$ cat config.mk
export PLATFORM = sky130hd
export DESIGN_NAME = door_input_conditioner
export DESIGN_NICKNAME = d
export VERILOG_FILES = /design/src/rtl/door_pkg.sv /design/src/rtl/debounce_cell.sv /design/src/rtl/door_input_conditioner.sv
export SDC_FILE = /design/constraint.sdc
export NUM_CORES = 1
export LEC_CHECK = 0
export ABC_AREA = 0
export CAP_MARGIN = 20
export CORE_AREA = 3 3 102 104
export CTS_BUF_LIST = sky130_fd_sc_hd__clkbuf_16
export DETAILED_ROUTE_END_ITERATION = 10
export DIE_AREA = 0 0 105 107
export HOLD_SLACK_MARGIN = 0.12
export RECOVER_POWER = 25
export SYNTH_ARGS = -nofsm -noshare
export SYNTH_HDL_FRONTEND = slang
export SYNTH_SLANG_ARGS = --single-unit
$ cat constraint.sdc
create_clock -name clk -period 2.49 [get_ports clk]
set_clock_uncertainty 0.1 [all_clocks]
set_input_delay 0.747 -clock clk [delete_from_list [all_inputs] [get_ports clk]]
set_output_delay 0.747 -clock clk [all_outputs]
set_load 0.01 [all_outputs]
$ cat src/rtl/door_pkg.sv
// Shared types and default timing constants for the door input conditioner.
package door_pkg;

  typedef enum logic [1:0] {
    IDLE   = 2'd0,
    ACTIVE = 2'd1,
    HOLD   = 2'd2
  } presence_state_e;

  localparam int unsigned DEB_CYCLES_DEF  = 32'd16;
  localparam int unsigned HOLD_CYCLES_DEF = 32'd1000;

endpackage

$ cat src/rtl/debounce_cell.sv
// One input channel: 2-flop synchronizer followed by a saturating tick-based debouncer.
// deb_next is the debounced value the channel will hold after the coming clock edge.
module debounce_cell
  import door_pkg::*;
#(
  parameter int unsigned DEB_CYCLES  = DEB_CYCLES_DEF,
  parameter bit          FAST_ASSERT = 1'b0
) (
  input  logic clk,
  input  logic rst_n,
  input  logic tick_en,
  input  logic raw,
  output logic deb_next
);

  localparam logic [8:0] DEB_LIM = 9'(DEB_CYCLES);

  logic       meta_r;
  logic       sync_r;
  logic       deb_r;
  logic       deb_nxt_s;
  logic [7:0] cnt_r;
  logic [7:0] cnt_nxt_s;

  // Synchronizer chain, shifts every clock regardless of tick_en
  always_ff @(posedge clk or negedge rst_n) begin
    if (!rst_n) begin
      meta_r <= 1'b0;
      sync_r <= 1'b0;
    end else begin
      meta_r <= raw;
      sync_r <= meta_r;
    end
  end

  // Debounce decision; fast-assert channels take a synced 1 without waiting
  always_comb begin
    deb_nxt_s = deb_r;
    cnt_nxt_s = cnt_r;
    if (tick_en) begin
      if (sync_r == deb_r) begin
        cnt_nxt_s = 8'd0;
      end else if (FAST_ASSERT && sync_r) begin
        deb_nxt_s = 1'b1;
        cnt_nxt_s = 8'd0;
      end else if (({1'b0, cnt_r} + 9'd1) >= DEB_LIM) begin
        deb_nxt_s = sync_r;
        cnt_nxt_s = 8'd0;
      end else if (cnt_r != 8'hFF) begin
        cnt_nxt_s = cnt_r + 8'd1;
      end else begin
        cnt_nxt_s = cnt_r;
      end
    end else begin
      deb_nxt_s = deb_r;
      cnt_nxt_s = cnt_r;
    end
  end

  // Debounce state register
  always_ff @(posedge clk or negedge rst_n) begin
    if (!rst_n) begin
      deb_r <= 1'b0;
      cnt_r <= 8'd0;
    end else begin
      deb_r <= deb_nxt_s;
      cnt_r <= cnt_nxt_s;
    end
  end

  assign deb_next = deb_nxt_s;

endmodule

$ cat src/rtl/door_input_conditioner.sv
// Conditions raw door sensors for the door FSM: debounce, presence hold-off,
// rising-edge pulse on presence, and a latched fault when both limits read active.
module door_input_conditioner
  import door_pkg::*;
#(
  parameter int unsigned DEB_CYCLES  = DEB_CYCLES_DEF,
  parameter int unsigned HOLD_CYCLES = HOLD_CYCLES_DEF
) (
  input  logic clk,
  input  logic rst_n,
  input  logic tick_en,
  input  logic sen_raw,
  input  logic se_raw,
  input  logic la_raw,
  input  logic lc_raw,
  output logic sen,
  output logic se,
  output logic la,
  output logic lc,
  output logic sen_rise,
  output logic limit_fault
);

  localparam logic [16:0] HOLD_LIM = 17'(HOLD_CYCLES);

  logic            sen_deb_s;
  logic            se_deb_s;
  logic            la_deb_s;
  logic            lc_deb_s;
  presence_state_e state_r;
  presence_state_e state_nxt_s;
  logic [15:0]     hold_cnt_r;
  logic [15:0]     hold_cnt_nxt_s;
  logic            fault_nxt_s;
  logic            sen_r;
  logic            se_r;
  logic            la_r;
  logic            lc_r;
  logic            sen_rise_r;
  logic            fault_r;

  debounce_cell #(.DEB_CYCLES(DEB_CYCLES), .FAST_ASSERT(1'b0)) u_sen (
    .clk(clk), .rst_n(rst_n), .tick_en(tick_en), .raw(sen_raw), .deb_next(sen_deb_s)
  );
  debounce_cell #(.DEB_CYCLES(DEB_CYCLES), .FAST_ASSERT(1'b1)) u_se (
    .clk(clk), .rst_n(rst_n), .tick_en(tick_en), .raw(se_raw), .deb_next(se_deb_s)
  );
  debounce_cell #(.DEB_CYCLES(DEB_CYCLES), .FAST_ASSERT(1'b0)) u_la (
    .clk(clk), .rst_n(rst_n), .tick_en(tick_en), .raw(la_raw), .deb_next(la_deb_s)
  );
  debounce_cell #(.DEB_CYCLES(DEB_CYCLES), .FAST_ASSERT(1'b0)) u_lc (
    .clk(clk), .rst_n(rst_n), .tick_en(tick_en), .raw(lc_raw), .deb_next(lc_deb_s)
  );

  // Presence FSM; a returning sensor wins over hold expiry in the same cycle
  always_comb begin
    state_nxt_s    = state_r;
    hold_cnt_nxt_s = hold_cnt_r;
    case (state_r)
      IDLE: begin
        if (sen_deb_s) begin
          state_nxt_s = ACTIVE;
        end else begin
          state_nxt_s = IDLE;
        end
      end
      ACTIVE: begin
        if (!sen_deb_s) begin
          state_nxt_s    = HOLD;
          hold_cnt_nxt_s = 16'd0;
        end else begin
          state_nxt_s = ACTIVE;
        end
      end
      HOLD: begin
        if (sen_deb_s) begin
          state_nxt_s    = ACTIVE;
          hold_cnt_nxt_s = 16'd0;
        end else if (tick_en) begin
          if (({1'b0, hold_cnt_r} + 17'd1) >= HOLD_LIM) begin
            state_nxt_s    = IDLE;
            hold_cnt_nxt_s = 16'd0;
          end else begin
            hold_cnt_nxt_s = hold_cnt_r + 16'd1;
          end
        end else begin
          hold_cnt_nxt_s = hold_cnt_r;
        end
      end
      default: begin
        state_nxt_s    = IDLE;
        hold_cnt_nxt_s = 16'd0;
      end
    endcase
  end

  // Limit fault latches on both limits and releases only when both read clear
  always_comb begin
    fault_nxt_s = fault_r;
    if (fault_r) begin
      fault_nxt_s = la_deb_s | lc_deb_s;
    end else begin
      fault_nxt_s = la_deb_s & lc_deb_s;
    end
  end

  // FSM and output registers, all fed from post-edge values so outputs align with debounce
  always_ff @(posedge clk or negedge rst_n) begin
    if (!rst_n) begin
      state_r    <= IDLE;
      hold_cnt_r <= 16'd0;
      sen_r      <= 1'b0;
      se_r       <= 1'b0;
      la_r       <= 1'b0;
      lc_r       <= 1'b0;
      sen_rise_r <= 1'b0;
      fault_r    <= 1'b0;
    end else begin
      state_r    <= state_nxt_s;
      hold_cnt_r <= hold_cnt_nxt_s;
      sen_r      <= (state_nxt_s != IDLE);
      sen_rise_r <= (state_r == IDLE) && (state_nxt_s == ACTIVE);
      fault_r    <= fault_nxt_s;
      la_r       <= la_deb_s & ~fault_nxt_s;
      lc_r       <= lc_deb_s & ~fault_nxt_s;
      se_r       <= se_deb_s | fault_nxt_s;
    end
  end

  assign sen         = sen_r;
  assign se          = se_r;
  assign la          = la_r;
  assign lc          = lc_r;
  assign sen_rise    = sen_rise_r;
  assign limit_fault = fault_r;

endmodule

# After elaboration in Yosys (flattened, before gate mapping)
# Index checks and enable logic that the tools add are counted.
# Widths: inputs -> output; s select.
[word_totals]
ramBits = 0
mem_bits_ro = 0
n_memories = 0
wordCells = 109
in_bits = 7
latchBits = 0
regBits = 68
[classes]
n_eq_ne = 13
addsub = 10
bitwise_logic = 7
div = 0
n_mux = 38
shifts = 0
n_mul = 0
n_reduce_logical = 12
order_cmp = 5
[op_table]
columns = ["op", "n"]
rows = [
  ["$mux 8", 13],
  ["$mux 16", 4],
  ["$pmux 16 s3", 1],
  ["$add 8x1->9 const B", 4],
  ["$ge 9x5->1 const B", 4],
  ["$add 8x1->8 const B", 4],
  ["$ne 8x8->1 const B", 4],
  ["$add 16x1->17 const B", 1],
  ["$ge 17x10->1 const B", 1],
  ["$add 16x1->16 const B", 1],
  ["$mux 1", 15],
  ["$reduce_bool 3->1", 3],
  ["$mux 2", 4],
  ["$reduce_and 2->1", 4],
  ["$pmux 2 s3", 1],
  ["$eq 1x1->1", 4],
  ["$eq 2x1->1 const B", 2],
  ["$reduce_bool 4->1", 1],
  ["$and 1x1->1", 3],
  ["$ne 3x3->1 const B", 1],
  ["$reduce_and 3->1", 1],
  ["$eq 2x2->1 const B", 1],
  ["$logic_not 2->1", 1],
  ["$ne 2x2->1 const B", 1],
  ["other kinds (4)", 6],
]

# Longest topological paths before layout
# Gate-level depths: netlist (run 1).
[depth]
ltp_word = 9
mapped_depth = 9

# By module
# Synthesis (run 1) repeated with hierarchy kept, for this count alone.
[hier_totals]
hier_cells = 308
area_unflattened_um2 = 3310.7
[by_module_without_submodules]
columns = ["module", "area_each_um2", "cells_each", "seq_area_each_um2", "n_inst"]
rows = [
  ["debounce_cell at u_la ...", 486.7, 42, 275.3, 3],
  ["door_input_conditioner", 1362.6, 140, 600.6, 1],
  ["debounce_cell at u_se", 488.0, 42, 275.3, 1],
]

# Worst setup path before layout (run 1)
# OpenSTA, ideal clock, no wires.
[synth_timing]
kind = "input to register"
start = "input tick_en"
end = "register hold_cnt_r[9]"
setup_ns = 0.081
required_time_ns = 2.309
path_slack_ns = 0.094
arrival_time_ns = 2.215
stages = 6
path_cell_list = "clkbuf_1 -> a21boi_0 -> a21boi_1 -> o31a_4 -> or3b_1 -> o211ai_2"
[synth_via]
elab_chain_len = 3
word_cells_on_any_way = 6
[synth_rtl]
columns = ["item", "line_no", "source"]
rows = [
  ["start, declared", "door_input_conditioner.sv:11", "input logic tick_en,"],
  ["$mux 1", "debounce_cell.sv:40", "if (tick_en) begin"],
  ["$ne 3x3->1 (no source line) (tied with other cells)", "--", ""],
  ["$reduce_and 3->1 (no source line) or $pmux 16 s3 (tied branches)", "--", ""],
  ["end signal, assigned", "door_input_conditioner.sv:120", "hold_cnt_r <= hold_cnt_nxt_s;"],
  ["end, declared", "door_input_conditioner.sv:32", "logic [15:0] hold_cnt_r;"],
]
# Parallel ways exist; a longest one is shown, timed or not.
# A chain may end at the register's enable or synchronous reset.

# Worst setup path after layout (run 1)
[layout_timing]
start = "register u_la.cnt_r[0]"
end = "register se_r (netlist: se)"
[layout_via]
elab_chain_len = 8
word_cells_on_any_way = 9
[layout_rtl]
columns = ["item", "line_no", "source"]
rows = [
  ["start, declared", "debounce_cell.sv:22", "logic [7:0] cnt_r;"],
  ["start signal, assigned", "debounce_cell.sv:67", "cnt_r <= cnt_nxt_s;"],
  ["$add 8x1->9 *", "debounce_cell.sv:46", "end else if (({1'b0, cnt_r} + 9'd1) >= DEB_LIM) begin"],
  ["$ge 9x5->1 *", "debounce_cell.sv:46", ""],
  ["$mux 1 *", "debounce_cell.sv:46", ""],
  ["$mux 1 *", "debounce_cell.sv:41", "if (sync_r == deb_r) begin"],
  ["$mux 1 *", "debounce_cell.sv:40", ""],
  ["via la_deb_s", "door_input_conditioner.sv:28", "logic la_deb_s;"],
  ["$and 1x1->1 or $or 1x1->1 (tied branches)", "door_input_conditioner.sv:103, door_input_conditioner.sv:101", ""],
  ["$mux 1 *", "door_input_conditioner.sv:100", "if (fault_r) begin"],
  ["via fault_nxt_s", "door_input_conditioner.sv:34", "logic fault_nxt_s;"],
  ["$or 1x1->1 *", "door_input_conditioner.sv:126", "se_r <= se_deb_s | fault_nxt_s;"],
  ["end signal, assigned", "door_input_conditioner.sv:126", ""],
  ["end, declared", "door_input_conditioner.sv:36", "logic se_r;"],
]
# Mark *: on every way through the listed nets, which the timed path passes. The rest lies on a longest branch.

==> results.py, run 1 <==
metrics = {
    "status": {
        "run_status": "complete, but fails checks",
        "violations": "max-capacitance violations, max-slew violations",
    },
    "power": {
        "max-vdd-ir-drop_mv": 0.330,
        "power_leakage_nw": 1.95,
        "power.density_nw_per_um2": 732,
    },
    "run": {
        "max_cap_violations": 1,
    },
    "cells_and_area": {
        "area_delta_synth_final_pct": 32.9,
        "layout_common_cells": "67 x sky130_fd_sc_hd__dfrtp_1, 40 x sky130_fd_sc_hd__buf_4, 32 x sky130_fd_sc_hd__nand2_1",
        "post-route-cell-area_um2": 4330,
        "final_nets": 385,
        "layout.filler_cells": 925,
        "post_layout_nonfiller_instances": 505,
        "fraction_of_layout_instances_using_a_drive_strength_above_1": 0.245,
        "n_antenna_cell": 0,
        "mostFrequentLayoutCell": "sky130_fd_sc_hd__dfrtp_1",
    },
    "place": {
        "number_of_buffers_inserted_by_port_buffering": 12,
        "place_area_um2": 3750,
        "place_congestion": 0.805,
        "cell_count_post_placement": 480,
        "dp_hpwl_mm": 4.32,
    },
    "synthesis": {
        "synth_cell_type_count": 56,
        "yosys_warning_total": 0,
        "synth_flop_cell": "sky130_fd_sc_hd__dfrtp_1",
        "synth_top_cell_area_share": 0.522,
        "synth_seq_cells": 68,
        "count_of_mapped_cells_out_of_synthesis": 313,
        "synth_seq_area_share": 0.522,
        "synthesis.area_per_instance_um2": 10.4,
        "netlist_area_um2": 3260,
        "synth_area_leaders": "sky130_fd_sc_hd__dfrtp_1 52%, sky130_fd_sc_hd__nor2b_1 4.0%, sky130_fd_sc_hd__ha_1 3.8%",
        "ys_async_sr_fraction": 1.00,
        "synth_edf_count": 0,
        "synth_fp_nets": 330,
        "synth_top_cell_by_area": "sky130_fd_sc_hd__dfrtp_1",
    },
    "worst_hold_path": {
        "hp-start": "u_lc.meta_r",
        "hold-path-cell-count": 0,
        "worst_hold_path_class": "reg2reg",
        "hold-path-endpoint": "u_lc.sync_r",
    },
    "die": {
        "ios": 13,
        "die_width_um": 105,
        "die_area_um2": 11200,
        "core-area_um2": 9640,
        "start_util": 0.338,
        "core.rowCount": 36,
        "chip_height_um": 107,
    },
    "sta": {
        "finalCriticalPeriod_ps": 2430,
        "final-hold-violation-count": 0,
        "setup_violation_total_in_the_final_timing_report": 0,
        "timing_worst_slew_pin_value_ps": 1530,
        "timing.final.crit_share": 0.976,
        "max_slew_margin": -0.0167,
        "max_clock_freq_mhz": 412,
        "timing_max_transition_violations_final": 69,
    },
    "detailed_routing": {
        "vias": 2491,
        "vias_per_cell": 4.93,
        "antenna_violation_net_count_after_detailed_routing": 0,
        "drc": 0,
        "drt_first_iter_violations": 103,
        "wirelength_mm": 6.65,
        "detail_route.wl_per_cell_um": 13.2,
        "drt_first_pass_iters": 4,
    },
    "worst_setup_path": {
        "startpoint_kind_of_the_worst_setup_timing_path": "flip-flop",
        "r2r_slack_ps": 60,
        "number_of_cells_on_the_worst_reg_to_reg_path": 7,
        "timing_worst_setup_path_type": "reg2reg",
        "critPathArrivalTime_ps": 2540,
        "setup.worst_path.end_class": "flip-flop",
        "worstPathMaxFanout": 4,
        "regToRegStartpoint": "u_la.cnt_r[0]",
        "required_ps": 2600,
        "critical_path.reg2reg.endpoint": "se",
    },
    "global_route": {
        "grt_remaining_overflow": 0,
        "grtUsageTotal": 0.122,
        "first_global_vias": 2412,
        "antenna_found_initial": 0,
        "grt_start_max_net_pins": 69,
        "grt_first_pass_wirelength_mm": 11.1,
    },
    "clock_network": {
        "htree_depth": 3,
        "cts_clock_pin_slew_for_the_worst_setup_and_hold_paths_ps": 60,
        "cts-root-buf": "sky130_fd_sc_hd__clkbuf_16",
        "worst_skew_pair.late_latency_ps": 330,
        "cts.sink_count": 68,
        "clock_tree_from_tritoncts": "yes",
        "max-clock-path-buffers": 2,
        "numCtsBuffers": 9,
    },
}
==> kinds of logic after synthesis <==
group,Yosys count,share of synthesized area
AND/OR/NAND/NOR,131,0.220
flip-flops,68,0.522
XOR/XNOR,7,0.0188
adder cells (fa/ha/maj),11,0.0415
multiplexers,8,0.0253
AO/OA/AOI/OAI,62,0.140
buffers and inverters,26,0.0319
==> routing by layer <==
layer  vias to the layer above  routed length (µm)  GRT usage
met5                         -                   0          0
met4                         0                  88     0.0375
met3                         8                 244     0.0433
met2                        39                3160      0.200
met1                      1214                3160      0.150
li1                       1230                   -          -
==> synthesized netlist by cell type, types with 3 or more instances <==
master / count
sky130_fd_sc_hd__dfrtp_1: 68
sky130_fd_sc_hd__nand2_1: 32
sky130_fd_sc_hd__nor2b_1: 21
sky130_fd_sc_hd__nand3_1: 16
sky130_fd_sc_hd__inv_1: 15
sky130_fd_sc_hd__o21ai_0: 14
sky130_fd_sc_hd__ha_1: 10
sky130_fd_sc_hd__nor2_1: 9
sky130_fd_sc_hd__nand4_1: 8
sky130_fd_sc_hd__nor3_1: 8
sky130_fd_sc_hd__and2_1: 7
sky130_fd_sc_hd__clkbuf_1: 6
sky130_fd_sc_hd__mux2i_1: 6
sky130_fd_sc_hd__a21boi_0: 5
sky130_fd_sc_hd__a31oi_1: 5
sky130_fd_sc_hd__buf_2: 5
sky130_fd_sc_hd__nand2b_1: 5
sky130_fd_sc_hd__nor4_1: 5
sky130_fd_sc_hd__nor3b_1: 4
sky130_fd_sc_hd__o2111ai_1: 4
sky130_fd_sc_hd__o31ai_1: 4
sky130_fd_sc_hd__xor2_1: 4
sky130_fd_sc_hd__o211ai_1: 3
sky130_fd_sc_hd__o22ai_1: 3
sky130_fd_sc_hd__xnor2_1: 3
==> metrics by stage <==
step	hold slack [ps]	setup slack, ps	TNS (ps)	power (mW)	utilization
finish	247	61.0	0	3.17	0.449
global route	265	-30.3	-44.9	3.31	0.449
CTS	249	13.6	0	3.16	0.428
detailed placement	236	-351	-4790	1.60	0.389
global placement	231	-344	-4500	1.59	0.389
floorplan	231	94.5	0	1.46	-
==> worst max-delay path by stage <==
stage	from	to	slack, ps	depth (start not counted)
floorplan	tick_en	hold_cnt_r[9]	90	6
global placement	tick_en	se	-340	6
detailed placement	tick_en	se	-350	6
CTS	tick_en	hold_cnt_r[9]	10	6
global route	hold_cnt_r[1]	sen	-30	9
finish	u_la.cnt_r[0]	se	60	7
==> state kept, by name, summed over array words and instances (netlist names), 2 cells and up <==
signal and cells:
u_lc.cnt_r 8, hold_cnt_r 16, u_se.cnt_r 8, state_r 2, u_sen.cnt_r 8, u_la.cnt_r 8
==> final cells by class <==
| class | instances | area [µm²] | share of cell area |
|---|---|---|---|
| clock buffer | 9 | 225 | 0.0520 |
| inverter | 15 | 56.3 | 0.0130 |
| clock inverter | 6 | 138 | 0.0318 |
| timing repair buffer | 55 | 439 | 0.101 |
| multi-input combinational | 219 | 1600 | 0.370 |
| tap | 133 | 166 | 0.0384 |
| sequential | 68 | 1700 | 0.393 |
==> critical path: stages (launching register included) <==
cell,delay (ps)
sky130_fd_sc_hd__dfrtp_1,390
sky130_fd_sc_hd__ha_2,220
sky130_fd_sc_hd__a31oi_2,200
sky130_fd_sc_hd__a41oi_2,60
sky130_fd_sc_hd__o41ai_2,390
sky130_fd_sc_hd__mux2_4,340
sky130_fd_sc_hd__maj3_2,300
sky130_fd_sc_hd__or2_2,300
==> power breakdown <==
part	internal (mW)	total (mW)	switching [mW]	leakage, nW
combinational	0.168	0.370	0.201	0.899
clock	1.08	1.55	0.469	0.176
sequential	1.17	1.26	0.0838	0.881
total	2.42	3.17	0.754	1.95
==> repair_timing <==
item	CTS	global route
resized for setup	1	33
endpoints found under the setup margin	4	13
buffers inserted	1	9
pin swaps	1	8
hold buffers	0	0
(Power assumes the default switching activity.)
==> run 2, diff against run 1 <==
==> constraint.sdc (replaced) <==
create_clock -name clk -period 2.85 [get_ports clk]
set_clock_uncertainty 0.1 [all_clocks]
set_input_delay 0.855 -clock clk [delete_from_list [all_inputs] [get_ports clk]]
set_output_delay 0.855 -clock clk [all_outputs]
set_load 0.01 [all_outputs]
==> run 2 against run 1 <==
  * Count of clock-buffer cells in the layout stayed put
  * Clock power fell by 36%
  * The run now ends clean
  * Cell area fell by 9.2%
  * First-iteration DRC count increased by 7.8%
  * Power down 26%
  * Critical endpoint unchanged
  * Flip-flop and latch count stayed put
  * Sequential power down 13%
  * Highest routed layer unchanged
  * Largest power group is now sequential cells
  * Wire length decreased by 8.7%
==> results.py, run 2 (synthesis results as in run 1) <==
metrics = {
    "sta": {
        "setup_violation_total_in_the_final_timing_report": 0,
        "unrepaired_setup_endpoints_after_global_routing": "no",
        "max_slew_margin": 0.0700,
        "max_clock_freq_mhz": 384,
        "timing.final.crit_share": 0.914,
        "final-hold-violation-count": 0,
        "timing_max_transition_violations_final": 0,
        "finalCriticalPeriod_ps": 2610,
        "timing_worst_slew_pin_value_ps": 1400,
    },
    "clock_network": {
        "cts-root-buf": "sky130_fd_sc_hd__clkbuf_16",
        "cts_clock_pin_slew_for_the_worst_setup_and_hold_paths_ps": 60,
        "clock_tree_from_tritoncts": "yes",
        "cts.sink_count": 68,
        "max-clock-path-buffers": 2,
        "htree_depth": 3,
        "worst_skew_pair.late_latency_ps": 330,
        "hold_buffers": 0,
        "cts_resized": 0,
        "numCtsBuffers": 9,
        "cts_post_setup_buffers_inserted": 0,
    },
    "global_route": {
        "grtUsageTotal": 0.119,
        "grt_start_max_net_pins": 43,
        "grt_first_pass_wirelength_mm": 10.9,
        "grt_remaining_overflow": 0,
        "antenna_found_initial": 0,
        "first_global_vias": 2352,
    },
    "cells_and_area": {
        "fraction_of_layout_instances_using_a_drive_strength_above_1": 0.131,
        "layout_common_cells": "68 x sky130_fd_sc_hd__dfrtp_1, 32 x sky130_fd_sc_hd__nand2_1, 21 x sky130_fd_sc_hd__nor2b_1",
        "largest-register": "hold_cnt_r",
        "post-route-cell-area_um2": 3930,
        "final_nets": 363,
        "largest_register_ff_count": 16,
        "mostFrequentLayoutCell": "sky130_fd_sc_hd__dfrtp_1",
        "n_antenna_cell": 0,
        "area_delta_synth_final_pct": 20.7,
        "layout.filler_cells": 959,
    },
    "die": {
        "ios": 13,
        "chip_height_um": 107,
        "die_width_um": 105,
        "start_util": 0.338,
        "die_area_um2": 11200,
        "core.rowCount": 36,
        "core-area_um2": 9640,
    },
    "place": {
        "dp_hpwl_mm": 4.10,
        "place_congestion": 0.800,
        "place_area_um2": 3670,
        "number_of_buffers_inserted_by_port_buffering": 12,
    },
    "detailed_routing": {
        "vias": 2396,
        "vias_per_cell": 4.95,
        "drc": 0,
        "drt_first_pass_iters": 4,
        "antenna_violation_net_count_after_detailed_routing": 0,
        "wirelength_mm": 6.07,
        "detail_route.wl_per_cell_um": 12.5,
        "drt_first_iter_violations": 111,
    },
    "worst_hold_path": {
        "worst_hold_path_class": "reg2reg",
    },
    "power": {
        "power.clock.fraction": 0.423,
        "power_leakage_nw": 1.76,
        "p_total_mw": 2.34,
        "sw_frac_of_total": 0.268,
        "power.density_nw_per_um2": 595,
        "netSwitchingPower_mw": 0.627,
        "max-vdd-ir-drop_mv": 0.342,
        "power.share.combinational": 0.105,
        "sequential_fraction_of_design_power": 0.471,
        "internal_power_mw": 1.71,
    },
    "worst_setup_path": {
        "critPathArrivalTime_ps": 2710,
        "worstPathMaxFanout": 6,
        "startpoint_kind_of_the_worst_setup_timing_path": "primary input",
        "timing_worst_setup_path_type": "in2reg",
        "required_ps": 2950,
        "setup.worst_path.end_class": "flip-flop",
        "r2r_slack_ps": 340,
    },
    "run": {
        "max_cap_violations": 0,
    },
    "status": {
        "run_status": "complete, no violations",
    },
}
run 2: cell count changes in the layout (fill, tap and decap cells not counted), moves of 3 or more:
cell	previous run	this run
sky130_fd_sc_hd__a21boi_0	2	5
sky130_fd_sc_hd__ha_1	7	10
sky130_fd_sc_hd__bufinv_16	4	0
sky130_fd_sc_hd__buf_2	3	0
sky130_fd_sc_hd__dlygate4sd3_1	0	4
sky130_fd_sc_hd__a21boi_2	3	0
sky130_fd_sc_hd__buf_4	40	19
sky130_fd_sc_hd__clkinvlp_4	0	3
sky130_fd_sc_hd__clkdlybuf4s50_1	10	7
run 2: final cells by class:
cell class / count / area, µm² / share of cell area
Sequential cell: 68 / 1700 / 0.433
Multi-Input combinational cell: 219 / 1450 / 0.370
Timing Repair Buffer: 33 / 284 / 0.0722
Clock buffer: 9 / 225 / 0.0573
Tap cell: 133 / 166 / 0.0423
Inverter: 15 / 56.3 / 0.0143
Clock inverter: 7 / 45.0 / 0.0115
run 2: power groups by stage:
stage	clock, mW	combinational, mW	sequential, mW
5_1_grt	1.07	0.282	1.11
6_report	0.991	0.246	1.10
3_5_place_dp	0	0.250	1.12
3_3_place_gp	0	0.244	1.12
2_1_floorplan	0	0.180	1.10
4_1_cts	1.03	0.253	1.10
run 2: through the flow:
step / setup slack [ps] / util / std cells / setup TNS, ps / hold WS [ps]
floorplan: 346 / - / 313 / 0 / 231
global placement: -84.7 / 0.381 / 468 / -105 / 234
detailed placement: -113 / 0.381 / 468 / -201 / 235
CTS: 242 / 0.409 / 484 / 0 / 248
global route: 116 / 0.408 / 484 / 0 / 254
finish: 244 / 0.408 / 484 / 0 / 246
run 2: layer usage:
layer,up-vias,global-route usage,share of wire
met1,1155,0.152,0.48
met4,0,0.0394,0.013
met2,37,0.192,0.46
li1,1196,-,-
met5,-,0,0
met3,8,0.0397,0.040
run 2: critical path: stages:
cell,delay [ps]
sky130_fd_sc_hd__clkdlybuf4s50_1,520
sky130_fd_sc_hd__buf_4,210
sky130_fd_sc_hd__o41ai_1,60
sky130_fd_sc_hd__mux2_2,390
sky130_fd_sc_hd__maj3_1,370
sky130_fd_sc_hd__or2_2,300
run 2: worst paths after layout:
check,from,to,cells past startpoint
setup / recovery,tick_en,se,6
hold / removal,u_sen.meta_r,u_sen.sync_r,0
setup reg to reg,u_la.cnt_r[0],se,7
hold reg to reg,u_sen.meta_r,u_sen.sync_r,0
max in group asynchronous,rst_n,se,2
min in group asynchronous,rst_n,sen,1
